$ cat src/rtl/decode_stage_pipe.sv
// Single-entry registered decode stage for a small x86-like subset.
// Decodes the fetch window combinationally and holds one result behind a valid/ready output.
module decode_stage_pipe #(
  parameter int DATA_W    = 32,
  parameter int REG_IDX_W = 3,
  parameter int WIN_BYTES = 5
) (
  input  logic                   clk,
  input  logic                   rst_n,
  input  logic                   in_valid,
  output logic                   in_ready,
  input  logic [DATA_W-1:0]      in_pc,
  input  logic [8*WIN_BYTES-1:0] in_instr,
  input  logic                   flush,
  output logic                   out_valid,
  input  logic                   out_ready,
  output logic [DATA_W-1:0]      out_pc,
  output logic [DATA_W-1:0]      out_imm,
  output logic [DATA_W-1:0]      out_next_pc,
  output logic [DATA_W-1:0]      out_target,
  output logic [REG_IDX_W-1:0]   out_src1_idx,
  output logic [REG_IDX_W-1:0]   out_src2_idx,
  output logic [6:0]             out_ctrl,
  output logic [3:0]             out_length,
  output logic                   out_illegal,
  output logic                   halted
);

  // Handshake: a window transfers when in_valid && in_ready; an entry leaves when
  // out_valid && out_ready && !flush. flush drops the held entry without delivering it.

  // ctrl = {src2mux, op, read1, read2, we, is_jmp, is_halt}
  localparam logic [6:0] CTRL_ADD_RR  = 7'b0111100;
  localparam logic [6:0] CTRL_ADD_IMM = 7'b1101100;
  localparam logic [6:0] CTRL_MOV_IMM = 7'b1001100;
  localparam logic [6:0] CTRL_JMP     = 7'b0000010;
  localparam logic [6:0] CTRL_HLT     = 7'b0000001;
  localparam int TOP = 8*WIN_BYTES-1;

  typedef enum logic {RUN, HALT} state_t;
  state_t state_q, state_d;

  logic [7:0] b0, b1, b2, b3, b4;
  assign b0 = in_instr[TOP    -: 8];
  assign b1 = in_instr[TOP-8  -: 8];
  assign b2 = in_instr[TOP-16 -: 8];
  assign b3 = in_instr[TOP-24 -: 8];
  assign b4 = in_instr[TOP-32 -: 8];

  logic [DATA_W-1:0] imm32_w, sext_b1, sext_b2;
  assign imm32_w = DATA_W'($signed({b4, b3, b2, b1}));
  assign sext_b1 = DATA_W'($signed(b1));
  assign sext_b2 = DATA_W'($signed(b2));

  logic [DATA_W-1:0]    d_imm, d_next_pc, d_target;
  logic [REG_IDX_W-1:0] d_src1, d_src2;
  logic [6:0]           d_ctrl;
  logic [3:0]           d_len;
  logic                 d_illegal;

  always_comb begin
    d_imm     = '0;
    d_src1    = '0;
    d_src2    = '0;
    d_ctrl    = '0;
    d_len     = 4'd1;
    d_illegal = 1'b0;
    case (b0) inside
      8'h01: begin
        d_len  = 4'd2;
        d_src1 = REG_IDX_W'(b1[2:0]);
        d_src2 = REG_IDX_W'(b1[5:3]);
        d_ctrl = CTRL_ADD_RR;
      end
      8'h05: begin
        d_len  = 4'd5;
        d_imm  = imm32_w;
        d_ctrl = CTRL_ADD_IMM;
      end
      8'h83: begin
        // Only the /0 (ADD) extension of group 1 is implemented.
        if (b1[5:3] == 3'd0) begin
          d_len  = 4'd3;
          d_src1 = REG_IDX_W'(b1[2:0]);
          d_imm  = sext_b2;
          d_ctrl = CTRL_ADD_IMM;
        end else begin
          d_illegal = 1'b1;
        end
      end
      [8'hB8:8'hBF]: begin
        d_len  = 4'd5;
        d_src1 = REG_IDX_W'(b0[2:0]);
        d_imm  = imm32_w;
        d_ctrl = CTRL_MOV_IMM;
      end
      8'hE9: begin
        d_len  = 4'd5;
        d_imm  = imm32_w;
        d_ctrl = CTRL_JMP;
      end
      8'hEB: begin
        d_len  = 4'd2;
        d_imm  = sext_b1;
        d_ctrl = CTRL_JMP;
      end
      8'h90: d_len = 4'd1;
      8'hF4: d_ctrl = CTRL_HLT;
      default: d_illegal = 1'b1;
    endcase
  end

  assign d_next_pc = in_pc + DATA_W'(d_len);
  assign d_target  = d_next_pc + d_imm;

  logic accept;
  assign halted   = (state_q == HALT);
  assign in_ready = !halted && !flush && (!out_valid || out_ready);
  assign accept   = in_valid && in_ready;

  always_comb begin
    state_d = state_q;
    case (state_q)
      RUN:     if (accept && b0 == 8'hF4) state_d = HALT;
      HALT:    state_d = HALT;
      default: state_d = RUN;
    endcase
  end

  always_ff @(posedge clk or negedge rst_n) begin
    if (!rst_n) state_q <= RUN;
    else        state_q <= state_d;
  end

  always_ff @(posedge clk or negedge rst_n) begin
    if (!rst_n) begin
      out_valid    <= 1'b0;
      out_pc       <= '0;
      out_imm      <= '0;
      out_next_pc  <= '0;
      out_target   <= '0;
      out_src1_idx <= '0;
      out_src2_idx <= '0;
      out_ctrl     <= '0;
      out_length   <= '0;
      out_illegal  <= 1'b0;
    end else if (flush) begin
      out_valid <= 1'b0;
    end else if (accept) begin
      out_valid    <= 1'b1;
      out_pc       <= in_pc;
      out_imm      <= d_imm;
      out_next_pc  <= d_next_pc;
      out_target   <= d_target;
      out_src1_idx <= d_src1;
      out_src2_idx <= d_src2;
      out_ctrl     <= d_ctrl;
      out_length   <= d_len;
      out_illegal  <= d_illegal;
    end else if (out_ready) begin
      out_valid <= 1'b0;
    end
  end

endmodule
$ cat config.mk
export PLATFORM = sky130hd
export DESIGN_NAME = decode_stage_pipe
export DESIGN_NICKNAME = d
export VERILOG_FILES = /design/src/rtl/decode_stage_pipe.sv
export SDC_FILE = /design/constraint.sdc
export NUM_CORES = 1
export LEC_CHECK = 0
export ABC_CLOCK_PERIOD_IN_PS = 3100
export CAP_MARGIN = 20
export CORE_UTILIZATION = 40
export DETAILED_ROUTE_END_ITERATION = 6
export PLACE_DENSITY = 0.7
export SYNTH_ARGS = -nofsm -noshare
export SYNTH_HDL_FRONTEND = slang
export SYNTH_SLANG_ARGS = --single-unit
$ cat constraint.sdc
create_clock -name clk -period 3.1 [get_ports clk]
set_clock_uncertainty 0.1 [all_clocks]
set_input_delay 0.93 -clock clk [delete_from_list [all_inputs] [get_ports clk]]
set_output_delay 0.93 -clock clk [all_outputs]
set_load 0.05 [all_outputs]
# Yosys cells after proc, flatten, opt, wreduce, memory -nomap -nowiden

Index checks and enable logic that the tools add are counted.

Add/sub/neg operators: 2
$mul: 0
Divide/modulo/power cells: 0
$lt $le $gt $ge: 2
Eq/ne operators: 7
Shift operators: 0
Muxes and demuxes: 43
Bitwise gates (word level): 2
Reduce and logical (&&, ||, !) cells: 12

Operators with widths:

| operator                                               | count |
|---|---|
| two-way mux 32 bit                                     | 7 |
| two-way mux 7 bit                                      | 7 |
| equality test 8 bit (second input constant)            | 5 |
| adder 32 bit                                           | 1 |
| adder 32 x 4 -> 32 bit                                 | 1 |
| two-way mux 3 bit                                      | 7 |
| two-way mux 4 bit                                      | 4 |
| two-way mux 1 bit                                      | 15 |
| equality test 8 x 1 -> 1 bit (second input constant)   | 1 |
| equality test 8 x 3 -> 1 bit (second input constant)   | 1 |
| >= comparator 8 bit (second input constant)            | 1 |
| less-or-equal comparator 8 bit (second input constant) | 1 |
| logical AND 1 bit                                      | 5 |
| two-way mux 2 bit                                      | 2 |
| zero test 1 bit                                        | 3 |
| zero test 3 bit                                        | 1 |
| nonzero test 3 bit                                     | 1 |
| inverter 1 bit                                         | 2 |
| one-hot mux 1 bit (2 select lines)                     | 1 |
| AND reduction 2 bit                                    | 1 |
| logical OR 1 bit                                       | 1 |

Register bits after elaboration: 148
Bits in latches: 0
Bits in writable memories: 0
Memory bits (read-only): 0
Input bits: 77
Output and inout port bits: 149
Word-level logic and storage cells: 79
Memories kept: 0

# Depth between registers and ports, before layout

Depth after elaboration: 9
Depth in mapped cells: 24
Depth with buffers taken out: 23

# Least setup slack after synthesis

Ideal clock, no wire load.

Path kind: input to register
From: input in_instr[38]
To: register out_target[30]
Library setup time: 124 ps
Data arrival time: 5181 ps
Required time: 2876 ps
Setup slack: -2305 ps
Stages on the path: 21
Buffers on the path: 0
Cell sequence: or3_1 > nor4_2 > nor2b_1 > nor2_1 > nor2b_1 > fa_1 > nor2b_1 > o21a_1 > nand4_1 > inv_1 > nand3_1 > xnor2_1 > ha_1 > and4_1 > and4_1 > o211ai_1 > a311oi_1 > nor2_1 > a31oi_1 > nor4b_1 > a211o_1

Cells in the longest elaborated chain, start to end: 9
Elaborated cells on any way between the ends: 22
Classes of those cells: 2 x add/sub; 2 x order compare; 5 x eq/ne; 12 x mux; 1 x reduce/logical

Ends and longest elaborated chain:

| what                                                                        | RTL line | source |
|---|---|---|
| start: declaration                                                          | 13       | `input logic [8*WIN_BYTES-1:0] in_instr,` |
| parallel branches: the longest is 6 deep, another holds >= comparator 8 bit | --       |  |
| two-way mux 4 bit *                                                         | 68       | `case (b0) inside` |
| net d_len[0]                                                                | 58       | `logic [3:0] d_len;` |
| adder 32 x 4 -> 32 bit *                                                    | 113      | `assign d_next_pc = in_pc + DATA_W'(d_len);` |
| net d_next_pc[12]                                                           | 55       | `logic [DATA_W-1:0] d_imm, d_next_pc, d_target;` |
| adder 32 bit *                                                              | 114      | `assign d_target = d_next_pc + d_imm;` |
| end signal: assignment                                                      | 154      | `out_target <= d_target;` |
| end: declaration                                                            | 20       | `output logic [DATA_W-1:0] out_target,` |

Mark *: on every way through the listed nets, which the timed path passes.
A chain may end at the register's enable or synchronous reset.

# Final worst setup path

From: input in_instr[38]
To: register out_target[24]

Same word-level chain as after synthesis.

==> impl_summary.md <==
GRT
The residual overflow from global routing is 0. Entering global routing, the biggest net connects 54 pins. The first global-routing pass estimated 49700 µm of wire. Global routing used 30.1% of the available tracks. The number of global-route vias before repair came to 9005.

The initial antenna violation count was 0.

Flow run
The max capacitance violation total is 0.

STA
After layout, the worst path uses 161% of the clock period. The final number of hold-violating endpoints came to 0. Setup repair after global routing could not meet its margin everywhere.

At the pin with the least slew margin, the transition time is 597 ps. The minimum clock period after layout is 4990 ps. The sum of negative setup slack is -48700 ps. The worst pin sits at a relative slew slack of 60.1%.

Setup violations remaining at the end of the flow were counted as 56. The final number of max-transition violations was 0. Derived from the worst setup path, the maximum achievable clock frequency is 0.200 GHz. After layout, the worst setup slack is -1890 ps.

Floorplan
The die height is 146 µm. The row count is 52. The starting density of the core is 40.7%. The number of top-level pins is 226.

The die is 146 µm wide. The die covers 21200 µm². The region available for standard cell placement spans 20200 µm².

Pwr
The internal portion of the total power is 0.00437 W. Power spread over the standard cell area amounts to 457 nW/µm². The clock network power share is 31.3%. The leakage power of the design is 7.09 nW. Overall power consumption after layout is estimated at 0.00692 W. The power dissipated by switching net loads is 0.00255 W. The switching portion of total power is 36.9%. The peak ir drop on the vdd network is 0.386 mV. The fraction of power consumed by sequential logic is 32.9%. The fraction of power consumed by combinational cells is 35.8%.

Logic synthesis
The cell type with the highest aggregate area in the netlist is dfrtp_1. The most instantiated library cell after synthesis is nand2_1. For this run, the number of Yosys warnings is 0. The instance count of the mapped netlist is 933. The register area share after synthesis is 44.3%. The commonest cells after synthesis are nand2_1 (257), dfrtp_1 (146), nor2_1 (68). The async set or reset register ratio after synthesis is 100%. The most common flop cell mapped by yosys is dfrtp_1. The post-synthesis instance area is 8240 µm².

Counting flops with a built-in enable in the synthesized netlist gives 0. After synthesis, the largest area contributor takes up 44.3% of total cell area. The unique cell type count in the Yosys netlist is 64. The register bit total from synthesis is 146. Yosys attributes the largest share of cell area to dfrtp_1 (44%), nand2_1 (12%), ha_1 (5.2%), mux2_2 (4.2%), xnor2_1 (3.6%). A synthesized cell averages 8.83 µm². When the netlist entered floorplanning its net count stood at 1046.

Status
The flow ran to the end, but the final reports show violations. The final reports fail on setup timing.

Final layout
Relative to the synthesized area, the layout overhead comes to 83.5%. After routing the design area is 15100 µm². The number of nets in the final layout is 1527. The fill cell instance count of the final layout is 1339. The diode insertion count for antenna repair is 0. The proportion of layout cells with a drive suffix above 1 is 38.5%.

Worst setup path
For this design, the slowest cell found on the critical path is or3_4. The dominant delay contributor by cell family on the critical path is simple AND/OR/NAND/NOR gates. At the worst endpoint, the required time is 3320 ps.

The combined buffer and inverter count along the critical path is 4. The critical path goes through buf_6 -> or3_4 -> nor4_4 -> nor2b_4 -> nor2_2 -> nor2b_4 -> fa_2 -> nor2b_2 -> o21a_4 -> nand4_1 -> inv_1 -> nand3_2 -> xnor2_2 -> ha_4 -> and4_4 -> buf_6 -> nand4_1 -> o32ai_4 -> o311ai_4 -> buf_4 -> o21ai_2 -> xor2_1 -> mux2_4. The category of the worst setup path capture point is a flop.

The type of the worst setup path is input port to flop. The signal arrival time at the worst endpoint is 5210 ps. The largest stage delay on the critical path is 420 ps. Along the worst path, the maximum fanout reaches 5. The kind of launch point of the worst setup path is an input port.

Clock tree
The clock reaches the later pin of the worst-skew pair after 430 ps. The CTS tree is built. After clock tree synthesis, the clock-pin slew on the worst setup and hold paths is 60 ps. The number of clock sinks is 146.

The H-tree was split into 4 levels. The root buffer cell is clkbuf_16. The longest clock path from root to sink contains 2 buffers. TritonCTS created 17 clock buffers.

Placement
Before CTS, the worst setup slack after placement is -2690 ps. In this run the cell area measured after placement is 12800 µm². Once detailed placement completed, the half-perimeter wirelength came to 22900 µm. During placement, the flow inserted port buffers numbering 224.

The weighted congestion reported at the end of routability-driven placement is 0.906.

Routing
The final routed wirelength across all metal layers is 34400 µm. In the routed layout, each cell is associated on average with a via count of 5.40. In the final routed layout, each cell accounts on average for 20.3 µm. The detail route stage leaves a number of antenna-violating nets equal to 0. For this run, the detailed router's first-pass iteration total came to 5.

The iteration-0 DRC count of the detailed router is 530. The routed via count is 9159. In the routed design, unresolved DRC markers number 0.

Worst hold path
The class of the most critical hold timing path is input port to asynchronous set/reset pin.
## power by group through the flow
| stage | clock network (W) | registers (W) | logic (W) |
|---|---|---|---|
| 2_1_floorplan | 0 | 0.00309 | 0.000451 |
| 3_3_place_gp | 0 | 0.00230 | 0.00223 |
| 3_5_place_dp | 0 | 0.00230 | 0.00225 |
| 4_1_cts | 0.00218 | 0.00227 | 0.00234 |
| 5_1_grt | 0.00226 | 0.00230 | 0.00258 |
| 6_report | 0.00216 | 0.00228 | 0.00247 |
## cells by family after synthesis
logic type | after synthesis | share of synthesized area [%]
compound gates | 184 | 14.0
mux | 31 | 4.24
flops | 146 | 44.3
buf+inv | 58 | 2.81
simple gates | 420 | 22.6
fa+ha+maj | 36 | 5.65
other cells | 1 | 0.0455
xor+xnor | 57 | 6.33
## layout make-up
type,instances,area (µm²),area share [%]
multi-input combinational,729,5860,38.8
clock inverter,11,153,1.01
timing repair buffer,507,4620,30.5
inverter,13,48.8,0.323
clock buffer,21,450,2.98
tap,270,338,2.23
sequential,146,3650,24.2
## through the flow
| step | utilization [%] | cells | hold slack (ps) |
|---|---|---|---|
| floorplan | - | 933 | 534 |
| finish | 74.7 | 1697 | 365 |
| detailed placement | 63.0 | 1623 | 361 |
| CTS | 70.0 | 1679 | 375 |
| global route | 74.7 | 1697 | 392 |
| global placement | 63.0 | 1623 | 357 |
## flip-flops by register name, summed over array words and instances (netlist names)
register      count
out_src2_idx      3
out_target       32
out_imm          32
out_illegal       1
out_next_pc      32
out_valid         1
halted            1
out_src1_idx      3
out_pc           32
out_ctrl          6
out_length        3
## per-layer routing
layer	GRT usage, %	share of wire, %
met2	49.4	48
met1	39.5	40
met3	6.71	7.3
met4	9.95	4.2
met5	0	0
## final timing paths
kind                                      startpoint                     endpoint  slack, ps  cells past startpoint
setup / recovery                        in_instr[38]   out_target[24]$_DFFE_PN0P_      -1890                     23
max in group asynchronous                      rst_n  out_next_pc[18]$_DFFE_PN0P_       1850                      2
hold / removal                                 rst_n   out_target[29]$_DFFE_PN0P_        360                      1
min in group clk           out_length[2]$_DFFE_PN0P_    out_length[2]$_DFFE_PN0P_        380                      2
setup reg to reg               out_valid$_DFFE_PN0P_    out_target[3]$_DFFE_PN0P_       1140                      8
hold reg to reg            out_length[2]$_DFFE_PN0P_    out_length[2]$_DFFE_PN0P_        380                      2
## repair_timing
| action | 4_1_cts | 5_1_grt |
|---|---|---|
| pin swaps | 83 | 72 |
| setup endpoints to repair | 81 | 69 |
| gates resized for setup | 146 | 164 |
| buffers inserted | 27 | 27 |
| hold buffers | 0 | 0 |
## cells in the final DEF (no fill, tap or decap), types with 5 or more instances in the layout
| cell type | netlist | final |
|---|---|---|
| nand2_4 | 0 | 9 |
| nor2_1 | 68 | 48 |
| nor2_2 | 0 | 9 |
| and4_1 | 8 | 7 |
| a21oi_1 | 41 | 17 |
| dfrtp_1 | 146 | 146 |
| buf_4 | 3 | 231 |
| clkdlybuf4s50_1 | 0 | 211 |
| xor2_2 | 3 | 12 |
| clkbuf_16 | 0 | 17 |
| nand4_1 | 12 | 12 |
| mux2_2 | 31 | 25 |
| inv_1 | 13 | 10 |
| o21ai_0 | 40 | 14 |
| nor2_4 | 3 | 14 |
| o21ai_2 | 1 | 10 |
| buf_12 | 0 | 9 |
| a21oi_4 | 0 | 10 |
| a21oi_2 | 0 | 14 |
| nand3_1 | 22 | 16 |
| xor2_1 | 20 | 7 |
| xnor2_4 | 0 | 7 |
| ha_4 | 0 | 16 |
| mux2_4 | 0 | 6 |
| a22o_1 | 8 | 8 |
| buf_6 | 0 | 47 |
| o21ai_4 | 0 | 5 |
| nand2_2 | 1 | 12 |
| a21o_1 | 13 | 13 |
| o21a_1 | 31 | 29 |
| nand2_1 | 257 | 237 |
| xnor2_2 | 0 | 23 |
| o21ai_1 | 19 | 31 |
| ha_1 | 34 | 18 |
## worst register-to-register path: cells and delay by family, from the launching register on
kind	cells	cell delay, ps
buf+inv	3	630
flops	1	380
simple gates	4	650
compound gates	1	80
(Power assumes the default switching activity.)
